[config.mk]
export PLATFORM = sky130hd
export DESIGN_NAME = rib_mailbox
export DESIGN_NICKNAME = d
export VERILOG_FILES = /design/src/rtl/rib_mailbox.sv
export SDC_FILE = /design/constraint.sdc
export NUM_CORES = 1
export LEC_CHECK = 0
export CORE_UTILIZATION = 35
export DETAILED_ROUTE_END_ITERATION = 10
export MAX_ROUTING_LAYER = met4
export PLACE_DENSITY = 0.55
export SYNTH_ARGS = -nofsm -noshare
export SYNTH_HDL_FRONTEND = slang
export SYNTH_SLANG_ARGS = --single-unit
[constraint.sdc]
create_clock -name clk -period 3.6 [get_ports clk]
set_input_delay 0.9 -clock clk [delete_from_list [all_inputs] [get_ports clk]]
set_output_delay 0.9 -clock clk [all_outputs]
set_load 0.05 [all_outputs]
[src/rtl/rib_mailbox.sv]
// rtl/rib_mailbox.sv - RIB handshake responder exposing TX/RX mailbox FIFOs, status/control and irq
module rib_mailbox #(
   parameter int WAIT_CYCLES = 2,
   parameter int FIFO_DEPTH  = 4
) (
   input  logic        clk,
   input  logic        rst,
   input  logic        req_i,
   input  logic        we_i,
   input  logic [31:0] addr_i,
   input  logic [31:0] data_i,
   output logic [31:0] data_o,
   output logic        ready_o,
   output logic        tx_valid_o,
   output logic [31:0] tx_data_o,
   input  logic        tx_ready_i,
   input  logic        rx_valid_i,
   input  logic [31:0] rx_data_i,
   output logic        rx_ready_o,
   output logic        irq_o
);
   localparam int CNT_W = $clog2(FIFO_DEPTH) + 1;
   localparam int PTR_W = $clog2(FIFO_DEPTH);

   localparam logic [1:0] ST_IDLE = 2'd0;
   localparam logic [1:0] ST_WAIT = 2'd1;
   localparam logic [1:0] ST_RESP = 2'd2;

   logic [1:0]       state;
   logic [3:0]       wait_cnt;
   logic             req_we;
   logic [1:0]       req_sel;
   logic [31:0]      req_data;

   logic [31:0]      tx_mem [FIFO_DEPTH];
   logic [31:0]      rx_mem [FIFO_DEPTH];
   logic [PTR_W-1:0] tx_wr, tx_rd, rx_wr, rx_rd;
   logic [CNT_W-1:0] tx_count, rx_count;
   logic             tx_ovf, rx_udf, irq_en;

   logic             resp, tx_full, tx_empty, rx_full, rx_empty;
   logic             wr_tx, rd_rx, wr_st, wr_ctl;
   logic             tx_push, tx_pop, rx_push, rx_pop;
   logic [31:0]      rx_head, rdata;
   logic             unused_addr;

   assign unused_addr = ^{addr_i[31:4], addr_i[1:0]};

   always_ff @(posedge clk) begin
      if (rst) begin
         state    <= ST_IDLE;
         wait_cnt <= '0;
         req_we   <= 1'b0;
         req_sel  <= '0;
         req_data <= '0;
      end else begin
         case (state)
            ST_IDLE: begin
               if (req_i) begin
                  req_we   <= we_i;
                  req_sel  <= addr_i[3:2];
                  req_data <= data_i;
                  wait_cnt <= 4'(WAIT_CYCLES);
                  state    <= (WAIT_CYCLES == 0) ? ST_RESP : ST_WAIT;
               end
            end
            ST_WAIT: begin
               // a withdrawn request is dropped before any side effect can happen
               if (!req_i) begin
                  state <= ST_IDLE;
               end else begin
                  wait_cnt <= wait_cnt - 4'd1;
                  if (wait_cnt == 4'd1) state <= ST_RESP;
               end
            end
            ST_RESP: state <= ST_IDLE;
            default: state <= ST_IDLE;
         endcase
      end
   end

   assign resp     = (state == ST_RESP);
   assign wr_tx    = resp &  req_we & (req_sel == 2'd0);
   assign rd_rx    = resp & ~req_we & (req_sel == 2'd1);
   assign wr_st    = resp &  req_we & (req_sel == 2'd2);
   assign wr_ctl   = resp &  req_we & (req_sel == 2'd3);

   assign tx_full  = (tx_count == CNT_W'(FIFO_DEPTH));
   assign tx_empty = (tx_count == '0);
   assign rx_full  = (rx_count == CNT_W'(FIFO_DEPTH));
   assign rx_empty = (rx_count == '0);

   assign tx_push  = wr_tx & ~tx_full;
   assign tx_pop   = ~tx_empty & tx_ready_i;
   assign rx_push  = rx_valid_i & ~rx_full;
   assign rx_pop   = rd_rx & ~rx_empty;

   always_ff @(posedge clk) begin
      if (tx_push) tx_mem[tx_wr] <= req_data;
      if (rx_push) rx_mem[rx_wr] <= rx_data_i;
   end

   always_ff @(posedge clk) begin
      if (rst) begin
         tx_wr    <= '0;
         tx_rd    <= '0;
         tx_count <= '0;
         rx_wr    <= '0;
         rx_rd    <= '0;
         rx_count <= '0;
      end else begin
         if (tx_push) tx_wr <= tx_wr + 1'b1;
         if (tx_pop)  tx_rd <= tx_rd + 1'b1;
         if (rx_push) rx_wr <= rx_wr + 1'b1;
         if (rx_pop)  rx_rd <= rx_rd + 1'b1;
         tx_count <= tx_count + CNT_W'(tx_push) - CNT_W'(tx_pop);
         rx_count <= rx_count + CNT_W'(rx_push) - CNT_W'(rx_pop);
      end
   end

   // a W1C clear loses against a set event landing in the same cycle
   always_ff @(posedge clk) begin
      if (rst) begin
         tx_ovf <= 1'b0;
         rx_udf <= 1'b0;
         irq_en <= 1'b0;
         irq_o  <= 1'b0;
      end else begin
         tx_ovf <= (tx_ovf & ~(wr_st & req_data[4])) | (wr_tx & tx_full);
         rx_udf <= (rx_udf & ~(wr_st & req_data[5])) | (rd_rx & rx_empty);
         if (wr_ctl) irq_en <= req_data[0];
         irq_o  <= irq_en & ~rx_empty;
      end
   end

   assign rx_head = rx_empty ? '0 : rx_mem[rx_rd];

   always_comb begin
      rdata = '0;
      case (req_sel)
         2'd1:    rdata = rx_head;
         2'd2:    rdata = {8'd0, 8'(rx_count), 8'(tx_count), 2'b00, rx_udf, tx_ovf,
                           rx_empty, rx_full, tx_empty, tx_full};
         2'd3:    rdata = {31'd0, irq_en};
         default: rdata = '0;
      endcase
   end

   assign ready_o    = resp;
   assign data_o     = (resp & ~req_we) ? rdata : '0;
   assign tx_valid_o = ~tx_empty;
   assign tx_data_o  = tx_empty ? '0 : tx_mem[tx_rd];
   assign rx_ready_o = ~rx_full;

endmodule

==> run summary <==
status: complete, no violations
commonest non-fill, non-tap cell in the layout: edfxtp_1
post-CTS setup repair buffer count: 0
Internal Pwr Total: 7.17 mW
CTS resizes: 0
vias in the first global route: 6780
WL final: 25500 um
Yosys reg bits: 319
synth unique cells: 46
Seq pwr share: 0.421
Final Worst Setup Slack: 0.142 ns
routed vias: 6543
Final ANT Viol Nets: 0
Seq/Total Area, Yosys: 0.722
hold depth: 2
CTS max path bufs: 3
Synthesized Nets: 841
CTS tree: done
Mapped Cells: 723
DRT Pass-1 Iters: 4
measured slew at the worst slew-check pin: 0.671 ns
Remaining DRCs: 0
RSZ-0062 raised after global routing: false
Routed WL per cell: 18.7 um
final setup violation count: 0
reg-to-reg endpoint: rx_count[2]
Worst Skew: 0.0141 ns
CTS Sinks: 319
Required @ worst endpoint: 2.70 ns
post-DP HPWL: 15300 um
layout cells sized above 1: 0.211
Cell Pwr Density: 637 mW/mm^2
WP data arrival: 2.56 ns
Net Sw Frac: 0.291
latest clock arrival within the worst-skew pair: 0.51 ns
syn_area_per_cell: 17.1 sq um
Min-Delay Endpoint: tx_ovf
synthesized cell area: 0.0124 sq mm
total gr overflow: 0
Synth Warn #: 0
H-tree levels: 2
Hold/Removal Path Class: register to register
largest net degree at the start of global routing: 36
clock network fraction of total power: 0.346
total power: 10.1 mW
area growth from synthesis to layout: 28.0%
worst r2r path cells: 11
die width: 190 um
clk root buf: clkbuf_16
Max FO, Critical Path: 32
MaxCap Viol Count: 0
total track usage: 0.148
Initial Utilization: 0.357
Final Util: 0.457
clk slew on worst S/H paths: 0.06 ns
Num CTS Buffers: 36
Die Y: 190 um
post-place setup slack: 0.539 ns
die area: 0.0362 sq mm
Worst Setup Path Type: register to primary output
final hold violation count: 0
PortBufs: 139
r2r setup slk: 0.85 ns
Critical R2R Launch: req_sel[0]
most frequent cells in the layout: edfxtp_1, clkdlybuf4s50_1, nand2_1
cell leakage power: 5.28 nW
Async SR Flop Fraction: 0
Tmin final: 3.46 ns
Logic pwr share: 0.233
core area: 0.0347 sq mm
row count: 68
io pins: 170
drt via density: 4.80
prevailing post-synth register cell: edfxtp_1
routability congestion estimate from global placement: 0.687
Min-Delay Startpoint: tx_ovf
first-pass GRT wire length: 39200 um
Post-Route Setup TNS: 0 ns
crit end category: primary output
Slew HR: 0.553
antenna violations before repair: 1
area post-placement: 0.0147 sq mm
Final nets: 999
Psw: 2.94 mW
FMAX: 289 MHz
Critical Path Source Type: register
Starting DRT DRC Count: 523
hold_buf cts: 0
final period utilization: 0.961
Finished Cell Area: 0.0159 sq mm
Max VDD drop: 0.491 mV
Post-synth EDFFs: 256
final max-slew violation count: 0
==> synth_stat cells (2+ instances only) <==
cell type / count / area, sq um
nor3b_2: 2 / 25.0
buf_2: 13 / 65.1
and3_1: 4 / 25.0
o21ai_0: 4 / 20.0
buf_6: 2 / 22.5
edfxtp_1: 256 / 7690
ha_1: 14 / 175
buf_1: 2 / 7.51
a21o_1: 2 / 15.0
nand3_1: 5 / 25.0
xor2_1: 4 / 35.0
or3b_1: 3 / 26.3
mux4_2: 64 / 1440
buf_4: 3 / 22.5
nor2_1: 13 / 48.8
nor2b_1: 39 / 244
clkbuf_1: 21 / 78.8
and3b_1: 2 / 17.5
nor3b_1: 3 / 22.5
nand2_1: 75 / 282
mux2_1: 2 / 22.5
and2_2: 5 / 37.5
inv_1: 17 / 63.8
nand4bb_1: 2 / 22.5
a21oi_1: 43 / 215
nand2b_1: 5 / 31.3
and2_1: 21 / 131
fa_1: 2 / 40.0
dfxtp_1: 63 / 1260
a32o_1: 2 / 20.0
nor3_1: 5 / 25.0
o41ai_1: 2 / 17.5
a22o_1: 10 / 87.6
==> worst max path at each step <==
| stage | cells after the start | from | to |
|---|---|---|---|
| 6_report | 4 | register | tx_data_o[28] |
| 5_1_grt | 4 | register | tx_data_o[24] |
| 4_1_cts | 4 | register | tx_data_o[28] |
| 3_5_place_dp | 10 | rx_valid_i | rx_count[2] |
| 3_3_place_gp | 10 | rx_valid_i | rx_count[2] |
| 2_1_floorplan | 11 | rx_count[1] | rx_count[2] |
==> sequential cells by signal, summed over array words and instances (netlist names), 2 cells and up, named ones only <==
| signal | flops |
|---|---|
| rx_mem | 128 |
| tx_mem | 128 |
| req_sel | 2 |
| tx_count | 3 |
| req_data | 32 |
| tx_wr | 2 |
| tx_rd | 2 |
| rx_rd | 2 |
| wait_cnt | 4 |
| state | 2 |
| rx_wr | 2 |
| rx_count | 3 |
==> final cells by class <==
class                   instances  area (sq um)
fillers                      3015         18800
flip-flops and latches        319          8950
multi-input cells             346          3210
repair buffers                161          1920
clock buffers                  51          1010
well taps                     455           569
clock inverters                13           149
inverters                      17          63.8
diodes                          1          2.50
==> stage by stage <==
| stage | hold slack (ns) | instances |
|---|---|---|
| after floorplan | 0.443 | 723 |
| after global placement | 0.463 | 1298 |
| final | 0.487 | 1363 |
| after global routing | 0.503 | 1363 |
| after CTS | 0.477 | 1362 |
| after detailed placement | 0.469 | 1298 |
==> power groups by stage <==
| stage | sequential (mW) | combinational, mW | clock [mW] |
|---|---|---|---|
| after floorplan | 4.30 | 1.58 | 0 |
| after global placement | 4.33 | 2.40 | 0 |
| after detailed placement | 4.34 | 2.40 | 0 |
| after CTS | 4.26 | 2.40 | 3.61 |
| after global routing | 4.28 | 2.52 | 3.75 |
| final | 4.26 | 2.35 | 3.50 |
==> routing by layer <==
layer,share of wire,wire length [um],vias up,GRT usage
met4,0.017,423,0,0.0375
met2,0.49,12400,171,0.245
met5,0,0,-,-
met3,0.063,1620,33,0.0375
li1,-,-,3075,-
met1,0.43,11000,3264,0.181
==> critical path, stage by stage (launching register included) <==
cell and delay [ns]:
dfxtp_2 0.34, buf_12 0.27, mux4_2 0.54, nor2b_1 0.16, clkdlybuf4s50_1 0.72
==> kinds of logic (layout without fill, tap and decap cells) <==
family          count (synthesis)  after routing  share of synthesized area
buf+inv                        58            242                     0.0210
fa+ha+maj                      16             16                     0.0174
compound gates                 67             67                     0.0330
mux                            69             69                      0.121
xor+xnor                        4              4                    0.00283
flops                         319            319                      0.722
simple gates                  190            190                     0.0831
other cells                     0              1                          0
Power figures use the tool's default switching activity.
